**src/rtl/sap_pkg.sv**
```systemverilog
`default_nettype none
// ============================================================================
// Module      : sap_pkg
// Description : Opcodes, T-state indices and control-word type for the SAP
//               sequencer and its decode ROM.
// Revision    : 1.0 - initial release
// ============================================================================
package sap_pkg;

    localparam logic [3:0] c_OP_LDA = 4'h0;
    localparam logic [3:0] c_OP_ADD = 4'h1;
    localparam logic [3:0] c_OP_SUB = 4'h2;
    localparam logic [3:0] c_OP_JMP = 4'h3;
    localparam logic [3:0] c_OP_OUT = 4'hE;
    localparam logic [3:0] c_OP_HLT = 4'hF;

    localparam int unsigned c_T1 = 0;
    localparam int unsigned c_T2 = 1;
    localparam int unsigned c_T3 = 2;
    localparam int unsigned c_T4 = 3;
    localparam int unsigned c_T5 = 4;
    localparam int unsigned c_T6 = 5;

    typedef struct packed {
        logic pc_inc;
        logic pc_oe;
        logic pc_we;
        logic mar_we;
        logic mem_oe;
        logic ir_we;
        logic ir_oe;
        logic acc_we;
        logic acc_oe;
        logic b_we;
        logic alu_oe;
        logic alu_sub;
        logic out_we;
    } ctrl_word_t;

    // Write strobes and pc_inc may only fire in the cycle the sequencer leaves the state.
    function automatic ctrl_word_t gate_writes(input ctrl_word_t cw, input logic allow);
        ctrl_word_t g;
        g        = cw;
        g.pc_inc = cw.pc_inc & allow;
        g.pc_we  = cw.pc_we  & allow;
        g.mar_we = cw.mar_we & allow;
        g.ir_we  = cw.ir_we  & allow;
        g.acc_we = cw.acc_we & allow;
        g.b_we   = cw.b_we   & allow;
        g.out_we = cw.out_we & allow;
        return g;
    endfunction

endpackage
`default_nettype wire

```
**src/rtl/sap_ctrl_rom.sv**
```systemverilog
`default_nettype none
// ============================================================================
// Module      : sap_ctrl_rom
// Description : Combinational decode of (T-state index, opcode) into the
//               control word and the opcode's last-active-state flag.
// Revision    : 1.0 - initial release
// ============================================================================
module sap_ctrl_rom
    import sap_pkg::*;
#(
    parameter int OPCODE_W = 4,
    parameter int IDX_W    = 3
) (
    input  logic [IDX_W-1:0]    tstate_idx,
    input  logic [OPCODE_W-1:0] opcode,
    output ctrl_word_t          ctrl,
    output logic                last_active
);

    logic w_lda, w_add, w_sub, w_jmp, w_out, w_hlt, w_nop;

    always_comb begin
        w_lda = (opcode == OPCODE_W'(c_OP_LDA));
        w_add = (opcode == OPCODE_W'(c_OP_ADD));
        w_sub = (opcode == OPCODE_W'(c_OP_SUB));
        w_jmp = (opcode == OPCODE_W'(c_OP_JMP));
        w_out = (opcode == OPCODE_W'(c_OP_OUT));
        w_hlt = (opcode == OPCODE_W'(c_OP_HLT));
        w_nop = ~(w_lda | w_add | w_sub | w_jmp | w_out | w_hlt);
    end

    always_comb begin
        ctrl        = '0;
        last_active = 1'b0;
        if (tstate_idx == IDX_W'(c_T1)) begin
            ctrl.pc_oe  = 1'b1;
            ctrl.mar_we = 1'b1;
        end else if (tstate_idx == IDX_W'(c_T2)) begin
            ctrl.pc_inc = 1'b1;
        end else if (tstate_idx == IDX_W'(c_T3)) begin
            ctrl.mem_oe = 1'b1;
            ctrl.ir_we  = 1'b1;
            last_active = w_nop;
        end else if (tstate_idx == IDX_W'(c_T4)) begin
            ctrl.ir_oe  = w_lda | w_add | w_sub | w_jmp;
            ctrl.mar_we = w_lda | w_add | w_sub;
            ctrl.pc_we  = w_jmp;
            ctrl.acc_oe = w_out;
            ctrl.out_we = w_out;
            // HLT ends here too; the sequencer parks before this matters.
            last_active = w_jmp | w_out | w_hlt;
        end else if (tstate_idx == IDX_W'(c_T5)) begin
            ctrl.mem_oe  = w_lda | w_add | w_sub;
            ctrl.acc_we  = w_lda;
            ctrl.b_we    = w_add | w_sub;
            ctrl.alu_sub = w_sub;
            last_active  = w_lda;
        end else if (tstate_idx == IDX_W'(c_T6)) begin
            ctrl.alu_oe  = w_add | w_sub;
            ctrl.acc_we  = w_add | w_sub;
            ctrl.alu_sub = w_sub;
            last_active  = w_add | w_sub;
        end
    end

endmodule
`default_nettype wire

```
**src/rtl/sap_sequencer.sv**
```systemverilog
`default_nettype none
// ============================================================================
// Module      : sap_sequencer
// Description : One-hot T-state sequencer for the SAP datapath with free-run,
//               single-step, halt latching and optional early end.
// Revision    : 1.0 - initial release
// ============================================================================
module sap_sequencer
    import sap_pkg::*;
#(
    parameter int OPCODE_W  = 4,
    parameter int N_TSTATES = 6,
    parameter int EARLY_END = 1
) (
    input  logic                 CLK,
    input  logic                 RESET,
    input  logic                 run,
    input  logic                 mode,
    input  logic                 step,
    input  logic [OPCODE_W-1:0]  ir_opcode,
    output logic [N_TSTATES-1:0] tstate,
    output logic                 pc_inc,
    output logic                 pc_oe,
    output logic                 pc_we,
    output logic                 mar_we,
    output logic                 mem_oe,
    output logic                 ir_we,
    output logic                 ir_oe,
    output logic                 acc_we,
    output logic                 acc_oe,
    output logic                 b_we,
    output logic                 alu_oe,
    output logic                 alu_sub,
    output logic                 out_we,
    output logic                 hlt
);

    localparam int c_IDX_W = $clog2(N_TSTATES);

    logic [N_TSTATES-1:0] r_tstate;
    logic                 r_halted;
    logic                 r_step_q;

    logic [c_IDX_W-1:0] w_idx;
    ctrl_word_t         w_rom;
    ctrl_word_t         w_ctrl;
    logic               w_last;
    logic               w_halt_now;
    logic               w_hlt;
    logic               w_step_edge;
    logic               w_advance;
    logic               w_wrap;

    always_comb begin
        w_idx = '0;
        for (int i = 0; i < N_TSTATES; i++) begin
            if (r_tstate[i]) w_idx = c_IDX_W'(i);
        end
    end

    sap_ctrl_rom #(
        .OPCODE_W (OPCODE_W),
        .IDX_W    (c_IDX_W)
    ) u_rom (
        .tstate_idx  (w_idx),
        .opcode      (ir_opcode),
        .ctrl        (w_rom),
        .last_active (w_last)
    );

    // The opcode is only trustworthy from T4, so halt takes effect on T4 entry.
    assign w_halt_now  = (r_tstate != '0) && (w_idx == c_IDX_W'(c_T4))
                         && (ir_opcode == OPCODE_W'(c_OP_HLT));
    assign w_hlt       = r_halted | w_halt_now;
    assign w_step_edge = step & ~r_step_q;
    assign w_advance   = run & (~mode | w_step_edge) & ~w_hlt;
    assign w_wrap      = (w_idx == c_IDX_W'(N_TSTATES - 1)) || ((EARLY_END != 0) && w_last);

    always_ff @(posedge CLK) begin
        if (!RESET) begin
            r_tstate <= N_TSTATES'(1);
            r_halted <= 1'b0;
            r_step_q <= 1'b0;
        end else begin
            r_step_q <= step;
            if (w_halt_now) begin
                r_halted <= 1'b1;
                r_tstate <= '0;
            end else if (w_advance) begin
                r_tstate <= w_wrap ? N_TSTATES'(1) : (r_tstate << 1);
            end
        end
    end

    assign w_ctrl  = (RESET && !w_hlt) ? gate_writes(w_rom, w_advance) : '0;

    assign tstate  = w_hlt ? '0 : r_tstate;
    assign hlt     = w_hlt;
    assign pc_inc  = w_ctrl.pc_inc;
    assign pc_oe   = w_ctrl.pc_oe;
    assign pc_we   = w_ctrl.pc_we;
    assign mar_we  = w_ctrl.mar_we;
    assign mem_oe  = w_ctrl.mem_oe;
    assign ir_we   = w_ctrl.ir_we;
    assign ir_oe   = w_ctrl.ir_oe;
    assign acc_we  = w_ctrl.acc_we;
    assign acc_oe  = w_ctrl.acc_oe;
    assign b_we    = w_ctrl.b_we;
    assign alu_oe  = w_ctrl.alu_oe;
    assign alu_sub = w_ctrl.alu_sub;
    assign out_we  = w_ctrl.out_we;

endmodule
`default_nettype wire

```
**config.mk**
```make
export PLATFORM = sky130hd
export DESIGN_NAME = sap_sequencer
export DESIGN_NICKNAME = d
export VERILOG_FILES = /design/src/rtl/sap_pkg.sv /design/src/rtl/sap_ctrl_rom.sv /design/src/rtl/sap_sequencer.sv
export SDC_FILE = /design/constraint.sdc
export NUM_CORES = 1
export LEC_CHECK = 0
export CORE_MARGIN = 1
export CORE_UTILIZATION = 44
export CTS_BUF_LIST = sky130_fd_sc_hd__clkbuf_4 sky130_fd_sc_hd__clkbuf_8 sky130_fd_sc_hd__clkbuf_16
export DETAILED_ROUTE_END_ITERATION = 10
export PLACE_DENSITY = 0.82
export SLEW_MARGIN = 15
export SYNTH_ARGS = -nofsm -noshare
export SYNTH_HDL_FRONTEND = slang
export SYNTH_SLANG_ARGS = --single-unit
```
**constraint.sdc**
```tcl
create_clock -name CLK -period 3.3 [get_ports CLK]
set_input_delay 0.495 -clock CLK [delete_from_list [all_inputs] [get_ports CLK]]
set_output_delay 0.495 -clock CLK [all_outputs]
set_load 0.005 [all_outputs]
```
==> results.yml, run 1 <==
critical_path:
  reg2regPathDepth: 4
  crit_chain: "clkdlybuf4s50_1 -> nand4bb_4 -> or3_1 -> nand3_2 -> and4b_1 -> clkdlybuf4s50_1"
  rrSetupSlack_ps: 1630
  path_buf_inv: 2
  rr_endpoint: "r_tstate[2]"
  cp-end-kind: "output pin"
  regToRegStartpoint: "r_tstate[3]"
  criticalPathCategory: "primary input to output pin"
  cp_max_fo: 6
  start_kind: "primary input"
  critPathArrivalTime_ps: 2540
  crit_family: "buffers and inverters"
  slowest_delay_ps: 630
  cp_slowest_cell: "clkdlybuf4s50_1"
  worstPathRequired_ps: 2800
  cpMostUsedCell: "clkdlybuf4s50_1"
routing:
  ant_nets: 0
  drt_iter0_markers: 19
  vias: 737
  drc: 0
  dr.pass1.iters: 4
  drt-total-wl_mm: 1.787
  drt-wirelength-per-cell_um: 14.18
  avgViaCountPerCell: 5.849
timing:
  worst_slack_ps: 262.6
  final_hold_viol_count: 0
  worst_hold_slack_ps: 535.4
  fmax_mhz: 329.2
  maxSlewHeadroom_pct: 71.31
  tightestPinTransition_ps: 426.9
  rsz0062_at_grt: "no"
  setup_violations: 0
  period_share_pct: 92.04
  layout_min_cycle_time_ps: 3037
  slew_viol_final: 0
  setup_tns_ps: 0
  finClkSkew_ps: 1.297
global_routing:
  grt_pass1_wl_mm: 2.946
  grt_antenna_before_repair: 0
  busiest_layer: "met2"
  grt_overflow: 0
  grt_max_degree: 12
  gr-usage-met2_pct: 32.50
  grt_use_total_pct: 21.75
  met1_usage_pct: 30.29
  gr-usage-met3_pct: 7.826
  grt_pass1_vias: 635
pwr:
  p_int_uw: 173.7
  vdd_drop_max_mv: 0.2025
  power_frac_comb_pct: 24.4
  clockPowerShare_pct: 31.7
  switchingPower_uw: 65.00
  design_power_total_uw: 238.7
  powerDensity_nw_per_um2: 243.3
  power.share.switching_pct: 27.23
  seq_power_share_pct: 43.9
  leakagePower_nw: 0.3549
floorplan:
  dieArea_um2: 1732
  die_y_um: 41.62
  initial_core_util_pct: 49.95
  rows: 13
  die_x_um: 41.62
  core_area_um2: 1383
  ios: 29
placement:
  portBuffers: 28
  dp_slack_ps: 256.7
  gp_congestion: 0.9020
  place_hpwl_mm: 1.311
  placed_area_um2: 958.4
  place_inst: 123
cells_and_area:
  nets: 122
  syn2layout_area_growth_pct: 42.03
  final_cell_count_no_fill: 126
  drive_gt1_share_pct: 11.71
  diodes: 0
  fin_area_um2: 980.9
  post-route-util_pct: 70.95
synth:
  synth_common_cells: "dfxtp_1 (8), nand2_1 (8), nor2_1 (7), nor2b_1 (5)"
  syn_nets: 93
  postSynthCellCount: 84
  synth_edf_count: 0
  synth.cell_area_um2: 690.7
  yosysSeqAreaShare_pct: 23.19
  synth_area_leaders: "dfxtp_1 (23%), a22o_1 (5.1%), nor4b_1 (5.1%)"
  async_flop_share_pct: 0
  yosysWarnings: 0
  synth_flop_cell: "dfxtp_1"
  synth_seq_cells: 8
  syn_avg_cell_area_um2: 8.222
  ys_types: 40
  synth_top_area_share_pct: 23.19
  synth.largest_area_cell: "dfxtp_1"
clock_network:
  cts-resized-gates: 0
  hold_buffers: 0
  cts_root_buf: "clkbuf_4"
  numClockSinks: 8
  htreeDepth: 1
  cts-buffers-inserted: 3
  path_clk_slew_ps: 50
  cts_buffer_depth: 2
  insertion_delay_ps: 260
  cts_tree: "done"
  cts_setup_buffers: 0
worst_hold_path:
  hold_depth: 1
  hold_end: "r_tstate[1]"
  min_from: "r_tstate[0]"
  hold_path.class: "flip-flop to flip-flop"
status:
  status: "completed"
job:
  maxCapViolations: 0
[power by group through the flow]
stage | clock (mW) | combinational (mW) | sequential (mW)
after global placement | 0 | 0.0570 | 0.106
final | 0.0758 | 0.0582 | 0.105
after floorplan | 0 | 0.0307 | 0.105
after CTS | 0.0788 | 0.0581 | 0.105
after detailed placement | 0 | 0.0576 | 0.106
after global routing | 0.0859 | 0.0635 | 0.105
[sequential cells by signal, summed over array words and instances (netlist names)]
register  count
r_step_q      1
r_halted      1
r_tstate      6
[logic make-up (layout without fill, tap and decap cells)]
group	Yosys count	in the layout	synth area share, %
xor+xnor	1	1	1.268
simple gates	48	48	47.46
flops	8	8	23.19
buf+inv	9	36	7.244
compound gates	18	18	20.83
[worst max path at each step]
stage                     slack (ps)  cells past startpoint         start     end
after floorplan                 1380                      5  ir_opcode[0]    b_we
after global placement           290                      6  ir_opcode[1]    b_we
after detailed placement         260                      6  ir_opcode[1]    b_we
after CTS                        260                      6  ir_opcode[1]    b_we
after global routing             140                      6          step  acc_we
final                            260                      6  ir_opcode[1]    b_we
[routing by layer]
layer	vias to the layer above	routed length, um
met5	-	0
met4	0	14
met3	3	149
met2	39	795
met1	327	828
li1	368	-
[layout make-up]
type                    instances  area, um2
multi-input cells              67      480.5
fillers                       116      401.6
repair buffers                 28      280.3
flip-flops and latches          8      160.2
clock buffers                   3      22.52
inverters                       5      18.77
well taps                      15      18.77
[placed cells by master (no fill, tap or decap), types with 3 or more instances in the layout]
cell type        instances
nor2b_1                  5
dfxtp_1                  8
nand2_1                  8
nor2_1                   7
and2_1                   4
clkbuf_4                 3
clkdlybuf4s50_1         28
inv_1                    4
nor4b_1                  4
a22o_1                   4
No activity file was read; power rests on OpenSTA's default activity.
==> run 2, diff against run 1 <==
--- a/config.mk
+++ b/config.mk
@@ -5,7 +5,7 @@
 export SDC_FILE = /design/constraint.sdc
 export NUM_CORES = 1
 export LEC_CHECK = 0
-export CORE_MARGIN = 1
+export CORE_MARGIN = 5
 export CORE_UTILIZATION = 44
 export CTS_BUF_LIST = sky130_fd_sc_hd__clkbuf_4 sky130_fd_sc_hd__clkbuf_8 sky130_fd_sc_hd__clkbuf_16
 export DETAILED_ROUTE_END_ITERATION = 10
==> results.yml, run 2 (same netlist as run 1, synthesis figures left out) <==
placement:
  place_inst: 124
  portBuffers: 28
  gp_congestion: 0.8409
  place_hpwl_mm: 1.457
clock_network:
  hold_buffers: 0
  path_clk_slew_ps: 50
  cts_root_buf: "clkbuf_4"
  cts-buffers-inserted: 3
  htreeDepth: 1
  insertion_delay_ps: 250
  numClockSinks: 8
  cts_setup_buffers: 0
  cts_tree: "done"
  cts_buffer_depth: 2
  cts-resized-gates: 0
floorplan:
  core_area_um2: 1506
  initial_core_util_pct: 45.85
  die_x_um: 49.62
  die_y_um: 49.62
  dieArea_um2: 2462
  ios: 29
  rows: 14
worst_hold_path:
  hold_path.class: "flip-flop to flip-flop"
cells_and_area:
  drive_gt1_share_pct: 11.71
  num-fill-cells: 128
  post-route-util_pct: 65.20
  final_common_cell: "clkdlybuf4s50_1"
  nets: 122
  final_cell_count_no_fill: 127
  largest_reg_flops: 6
  top_regs: "r_tstate: 6 flops, r_halted: 1 flops, r_step_q: 1 flops"
  syn2layout_area_growth_pct: 42.21
  layout_common_cells: "clkdlybuf4s50_1 (28), nand2_1 (8), dfxtp_1 (8), nor2_1 (7), nor2b_1 (5)"
  top_register: "r_tstate"
  diodes: 0
timing:
  tightestPinTransition_ps: 391.5
  maxSlewHeadroom_pct: 73.22
  setup_tns_ps: 0
  final_hold_viol_count: 0
  fmax_mhz: 332.9
  finClkSkew_ps: 0.8262
  setup_violations: 0
  period_share_pct: 91.04
  slew_viol_final: 0
  rsz0062_at_grt: "no"
  layout_min_cycle_time_ps: 3004
global_routing:
  grt_pass1_vias: 641
  grt_max_degree: 12
  grt_pass1_wl_mm: 2.877
  grt_overflow: 0
  grt_use_total_pct: 15.07
  grt_antenna_before_repair: 0
critical_path:
  cp_max_fo: 7
  cp-end-kind: "output pin"
  worstPathRequired_ps: 2800
  rrSetupSlack_ps: 1670
  start_kind: "primary input"
  criticalPathCategory: "primary input to output pin"
  critPathArrivalTime_ps: 2510
routing:
  ant_nets: 0
  wl_met2_um: 841
  drt-wirelength-per-cell_um: 14.25
  dr.pass1.iters: 4
  drc: 0
  avgViaCountPerCell: 5.843
  drt-total-wl_mm: 1.810
  wl_met1_um: 775
  vias: 742
  top_layer_used: "met4"
  wl_met3_um: 131
  drt_iter0_markers: 23
pwr:
  vdd_drop_max_mv: 0.09590
  powerDensity_nw_per_um2: 240.7
  leakagePower_nw: 0.3549
job:
  maxCapViolations: 0
status:
  status: "completed"
run 2: cell counts in the layout (fill, tap and decap cells not counted):
Identical to the previous run, type by type.
run 2: cell type report:
class	instances	area, um2	area share (%)
Sequential cell	8	160.2	16.31
Tap cell	16	20.02	2.038
Timing Repair Buffer	28	280.3	28.54
Inverter	5	18.77	1.911
Multi-Input combinational cell	67	480.5	48.92
Clock buffer	3	22.52	2.293
run 2: path summary, 6_finish.rpt:
path | end | startpoint | cells after the start
max | acc_we | step | 6
min | r_tstate[1] | r_tstate[0] | 1
max reg2reg | r_tstate[3] | r_tstate[3] | 4
min reg2reg | r_tstate[1] | r_tstate[0] | 1
run 2: where the power goes:
| group | switching (mW) | internal [mW] |
|---|---|---|
| sequential | 0.00437 | 0.100 |
| clock | 0.0326 | 0.0416 |
| combinational | 0.0258 | 0.0317 |
run 2: per-stage QoR:
stage	power [mW]	area [um2]	setup WS [ps]	hold WS [ps]
floorplan	0.1355	690.7	1382	458.4
global placement	0.1635	959.7	333.8	513.6
detailed placement	0.1645	959.7	283.9	511.4
CTS	0.2389	982.2	254.9	525.0
global route	0.2487	982.2	101.0	576.2
finish	0.2364	982.2	295.8	522.7
run 2: layer usage:
layer,global-route usage (%),up-vias
li1,-,374
met1,17.97,326
met2,24.58,36
met3,1.205,6
met4,11.35,0
met5,0,-
run 2: worst max-delay path, stage by stage:
cell and delay (ps):
clkdlybuf4s50_1 460, nor2b_2 180, o211a_1 260, nand3_2 170
a2111oi_0 350, clkdlybuf4s50_1 580
==> run 3, diff against run 2 <==
--- a/config.mk
+++ b/config.mk
@@ -5,6 +5,7 @@
 export SDC_FILE = /design/constraint.sdc
 export NUM_CORES = 1
 export LEC_CHECK = 0
+export CAP_MARGIN = 15
 export CORE_MARGIN = 5
 export CORE_UTILIZATION = 44
 export CTS_BUF_LIST = sky130_fd_sc_hd__clkbuf_4 sky130_fd_sc_hd__clkbuf_8 sky130_fd_sc_hd__clkbuf_16
==> results of run 3 <==
Same layout as run 2: the final DEF is identical, and so are final timing and power.
